[config.mk]
export PLATFORM = sky130hd
export DESIGN_NAME = operand_entry
export DESIGN_NICKNAME = d
export VERILOG_FILES = /design/src/rtl/operand_entry.sv
export SDC_FILE = /design/constraint.sdc
export NUM_CORES = 1
export LEC_CHECK = 0
export ABC_AREA = 1
export CAP_MARGIN = 25
export CORE_MARGIN = 2
export CORE_UTILIZATION = 39
export DETAILED_ROUTE_END_ITERATION = 8
export PLACE_DENSITY = 0.7
export SYNTH_ARGS = -nofsm -noshare
export SYNTH_HDL_FRONTEND = slang
export SYNTH_SLANG_ARGS = --single-unit
[constraint.sdc]
create_clock -name clk -period 0.95 [get_ports clk]
set_input_delay 0.19 -clock clk [delete_from_list [all_inputs] [get_ports clk]]
set_output_delay 0.19 -clock clk [all_outputs]
set_load 0.01 [all_outputs]
[src/rtl/operand_entry.sv]
// Operand-capture front end: debounces ENTER/CLEAR and latches switch values
// into operand registers A and B for the downstream selector and ALU stage.

module operand_entry_debounce #(
    parameter int unsigned DEBOUNCE_CYCLES = 4
) (
    input  logic clk,
    input  logic rst,
    input  logic btn_i,
    output logic press_o
);
    localparam int unsigned CW = $clog2(DEBOUNCE_CYCLES + 1);
    localparam logic [CW-1:0] CNT_TERM = CW'(DEBOUNCE_CYCLES - 1);
    localparam logic [CW-1:0] CNT_ONE  = CW'(1);

    logic          sync1_q, sync2_q;
    logic          stable_q, stable_d;
    logic          stable_dly_q;
    logic          pulse_q, pulse_d;
    logic [CW-1:0] cnt_q, cnt_d;

    // A level is accepted only after DEBOUNCE_CYCLES consecutive mismatches.
    always_comb begin
        stable_d = stable_q;
        cnt_d    = '0;
        if (sync2_q != stable_q) begin
            if (cnt_q == CNT_TERM) begin
                stable_d = sync2_q;
            end else begin
                cnt_d = cnt_q + CNT_ONE;
            end
        end
        pulse_d = stable_q & ~stable_dly_q;
    end

    always_ff @(posedge clk) begin
        if (rst) begin
            sync1_q      <= 1'b0;
            sync2_q      <= 1'b0;
            stable_q     <= 1'b0;
            stable_dly_q <= 1'b0;
            pulse_q      <= 1'b0;
            cnt_q        <= '0;
        end else begin
            sync1_q      <= btn_i;
            sync2_q      <= sync1_q;
            stable_q     <= stable_d;
            stable_dly_q <= stable_q;
            pulse_q      <= pulse_d;
            cnt_q        <= cnt_d;
        end
    end

    assign press_o = pulse_q;
endmodule

// state    | meaning
// S_A      | waiting for operand A (sel=1)
// S_B      | A loaded, waiting for operand B (sel=0)
// S_READY  | both operands loaded; next ENTER reloads A
module operand_entry #(
    parameter int unsigned SIZE            = 4,
    parameter int unsigned DEBOUNCE_CYCLES = 4
) (
    input  logic            clk,
    input  logic            rst,
    input  logic [SIZE-1:0] sw,
    input  logic            btn_enter,
    input  logic            btn_clear,
    output logic [SIZE-1:0] a,
    output logic [SIZE-1:0] b,
    output logic            sel,
    output logic            ready,
    output logic [1:0]      state
);
    typedef enum logic [1:0] {
        S_A     = 2'b00,
        S_B     = 2'b01,
        S_READY = 2'b10
    } state_t;

    state_t          state_q, state_d;
    logic [SIZE-1:0] a_q, a_d;
    logic [SIZE-1:0] b_q, b_d;
    logic            enter_pulse, clear_pulse;

    operand_entry_debounce #(.DEBOUNCE_CYCLES(DEBOUNCE_CYCLES)) u_db_enter (
        .clk     (clk),
        .rst     (rst),
        .btn_i   (btn_enter),
        .press_o (enter_pulse)
    );

    operand_entry_debounce #(.DEBOUNCE_CYCLES(DEBOUNCE_CYCLES)) u_db_clear (
        .clk     (clk),
        .rst     (rst),
        .btn_i   (btn_clear),
        .press_o (clear_pulse)
    );

    // CLEAR takes priority over a coincident ENTER; sw is then ignored.
    always_comb begin
        state_d = state_q;
        a_d     = a_q;
        b_d     = b_q;
        if (clear_pulse) begin
            state_d = S_A;
            a_d     = '0;
            b_d     = '0;
        end else if (enter_pulse) begin
            case (state_q)
                S_A: begin
                    a_d     = sw;
                    state_d = S_B;
                end
                S_B: begin
                    b_d     = sw;
                    state_d = S_READY;
                end
                S_READY: begin
                    a_d     = sw;
                    state_d = S_B;
                end
                default: state_d = S_A;
            endcase
        end
    end

    always_ff @(posedge clk) begin
        if (rst) begin
            state_q <= S_A;
            a_q     <= '0;
            b_q     <= '0;
        end else begin
            state_q <= state_d;
            a_q     <= a_d;
            b_q     <= b_d;
        end
    end

    assign a     = a_q;
    assign b     = b_q;
    assign state = state_q;
    assign sel   = (state_q != S_B);
    assign ready = (state_q == S_READY);
endmodule

==> impl_metrics.tcl, run 1 <==
set metrics [dict create \
    run_status "finished with violations" \
    violations "setup timing" \
    detailed_place_hpwl_mm 1.31 \
    wl_mm 1.92 \
    cts_sinks 26 \
    cp-start-kind "flop" \
    synth_edf_count 0 \
    drt_iter0_drc 9 \
    fmax_mhz 894 \
    initial_utilization_pct 41.9 \
    dp_cells 170 \
    synthAdderAreaFrac_pct 5.35 \
    dr.pass1.iters 4 \
    finalMaxSlewViolations 0 \
    slew-limit-headroom_pct 74.7 \
    p_per_area_mw_per_mm2 1230 \
    fin_nets 162 \
    synth_fp_nets 128 \
    cts_tree "built" \
    critPathSlowestCell "dfxtp_2" \
    avgViaCountPerCell 4.59 \
    antenna_found_initial 0 \
    grt_max_degree 15 \
    clk_latency_ps 320 \
    critPathMaxStageDelay_ps 370 \
    die_area_mm2 0.00281 \
    critPathCaptureType "output port" \
    whs_ps 373 \
    synth_simple_gate_area_share_pct 23.7 \
    die_w_um 53.0 \
    synthTopCellsByArea "dfxtp_1 (56%), nor2_1 (12%), inv_1 (8.4%)" \
    num_rows 17 \
    cts_inserted_buffers 3 \
    grt_setup_unrepaired "yes" \
    htree_levels 1 \
    place.gp.congestion 0.691 \
    die_h_um 53.0 \
    yosys.area.top_type_share_pct 55.6 \
    drv_cap 0 \
    gr-total-overflow 0 \
    ioPinCount 20 \
    finalHoldViolations 0 \
    synthCells 116 \
    min_period_over_period_pct 118 \
    synth_compound_area_share_pct 5.75 \
    fill_cells 197 \
    drc 0 \
    ys_async_sr_fraction_pct 0 \
    path_cells "inv_2, nor2_1, buf_2" \
    synthTopCellsByCount "nor2_1 (30), dfxtp_1 (26), inv_1 (21), nand2_1 (18), o21ai_0 (5)" \
    synth_top_family_by_area "simple AND/OR/NAND/NOR gates" \
    synthXorXnorAreaFrac_pct 0 \
    p_leak_nw 0.597 \
    clock_skew_ps 8.47 \
    synth_top_flop_cell "dfxtp_1" \
    ys_warn_count 0 \
    yosysSeqAreaShare_pct 55.6 \
    synth_most_common_cell "nor2_1" \
    final.min_clock_period_ps 1120 \
    vias 812 \
    crit_fanout 3 \
    cts.clk_slew.worst_paths_ps 140 \
    synth_cell_types 13 \
    clock_path_buffers 2 \
    avgRoutedWirePerCell_um 10.8 \
    yosys.area.top_type "dfxtp_1" \
    ys_ff_latch 26 \
    crit_type "reg2out" \
    cp.arrival_ps 930 \
    required_ps 760 \
    dp_slack_ps -321 \
    stdcell_count 177 \
    coreArea_mm2 0.00223 \
    grt_pass1_vias 744 \
    drive_above_1_share_pct 44.3 \
    portBuffers 19 \
    syn_to_final_growth_pct 51.3 \
    synthMuxAreaShare_pct 0 \
    synth.cell_area_um2 936 \
    setup_viol 19 \
    hold_path_class "in2reg" \
    drtAntennaViolNets 0 \
    setup_ws_ps -168 \
    syn_avg_cell_area_um2 8.07 \
    cts_root_buffer "clkbuf_4" \
    peakVddDrop_uv 872 \
    grt_first_pass_wirelength_mm 2.97 \
    antenna_cells 0 \
    tightest_slew_ps 380 \
    grt_usage_pct 15.1 \
]
critical path, delay by kind of cell (launching register included):
| family | cells | cell delay, ps |
|---|---|---|
| DFF | 1 | 370 |
| buffers and inverters | 2 | 170 |
| and+or+nand+nor | 1 | 70 |
flip-flops by register name (all words and copies together) (netlist names):
register                 count
u_db_enter.sync2_q           1
u_db_clear.cnt_q             3
u_db_clear.sync1_q           1
u_db_enter.cnt_q             3
a                            4
u_db_clear.stable_dly_q      1
u_db_clear.sync2_q           1
state                        2
u_db_enter.stable_dly_q      1
u_db_enter.press_o           1
b                            4
u_db_clear.press_o           1
u_db_enter.sync1_q           1
u_db_clear.stable_q          1
u_db_enter.stable_q          1
metrics by stage:
| stage | setup TNS, ps | power, mW | instance area [um^2] | utilization, % |
|---|---|---|---|---|
| floorplan | 0 | 1.16 | 991 | - |
| global placement | -7040 | 1.20 | 1260 | 56.6 |
| detailed placement | -7490 | 1.21 | 1260 | 56.6 |
| CTS | -1190 | 1.74 | 1340 | 60.0 |
| global route | -1970 | 1.80 | 1420 | 63.4 |
| finish | -1010 | 1.74 | 1420 | 63.4 |
kinds of logic (layout without fill, tap and decap cells):
logic type / count (synthesis) / in the layout
fa+ha+maj: 4 / 4
flops: 26 / 26
buf+inv: 22 / 54
compound gates: 10 / 10
simple gates: 54 / 55
area by class of cell:
cell class	instances	area [um^2]	area share, %
sequential	26	544	38.4
multi-input combinational	69	458	32.3
timing repair buffer	29	264	18.6
inverter	21	78.8	5.57
clock buffer	4	36.3	2.56
tap	28	35.0	2.47
path summary, 6_finish.rpt:
check | cells after the start | slack [ps] | start | endpoint
min | 3 | 370 | btn_enter | u_db_enter.sync1_q$_SDFF_PP0_
max reg2reg | 5 | -70 | u_db_clear.cnt_q[0]$_SDFF_PP0_ | u_db_clear.cnt_q[1]$_SDFF_PP0_
min reg2reg | 1 | 390 | u_db_enter.stable_dly_q$_SDFF_PP0_ | u_db_enter.press_o$_SDFF_PP0_
max | 3 | -170 | state[1]$_SDFFE_PP0P_ | ready
what timing repair did:
item                       in CTS  in global routing
pin swaps                       7                  9
gates cloned                    0                  1
hold buffers                    0                  0
setup buffers                   0                  3
setup endpoints to repair      28                 26
gates resized for setup        80                 19
per-layer routing:
metal / vias to the layer above / GRT usage, % / part of all wire (%)
met5: - / 0 / 0
met4: 0 / 7.69 / 1.8
met3: 5 / 4.80 / 5.6
met2: 19 / 30.8 / 56
met1: 374 / 12.4 / 37
li1: 414 / - / -
layout by cell type (no fill, tap or decap), drive strengths merged:
| master | netlist | layout |
|---|---|---|
| nor3 | 2 | 2 |
| nand2 | 18 | 18 |
| clkdlybuf4s50 | 0 | 6 |
| nand3 | 3 | 4 |
| clkbuf | 0 | 4 |
| nor2 | 31 | 31 |
| o21ai | 5 | 5 |
| buf | 1 | 22 |
| a21oi | 5 | 5 |
| inv | 21 | 21 |
| dfxtp | 26 | 26 |
| ha | 4 | 4 |
| dlygate4sd2 | 0 | 1 |
power by group:
part	total, mW	internal (mW)	switching, mW
registers	1.10	1.09	0.00491
clock network	0.549	0.234	0.315
logic	0.0873	0.0457	0.0416
total	1.74	1.37	0.361
Power figures use the tool's default switching activity.
==> inputs of run 2 (changes only) <==
--- a/config.mk
+++ b/config.mk
@@ -6,6 +6,7 @@
 export NUM_CORES = 1
 export LEC_CHECK = 0
 export ABC_AREA = 1
+export ABC_CLOCK_PERIOD_IN_PS = 950
 export CAP_MARGIN = 25
 export CORE_MARGIN = 2
 export CORE_UTILIZATION = 39
==> results of run 2 <==
No change in the layout: final DEF, timing and power equal those of run 1.
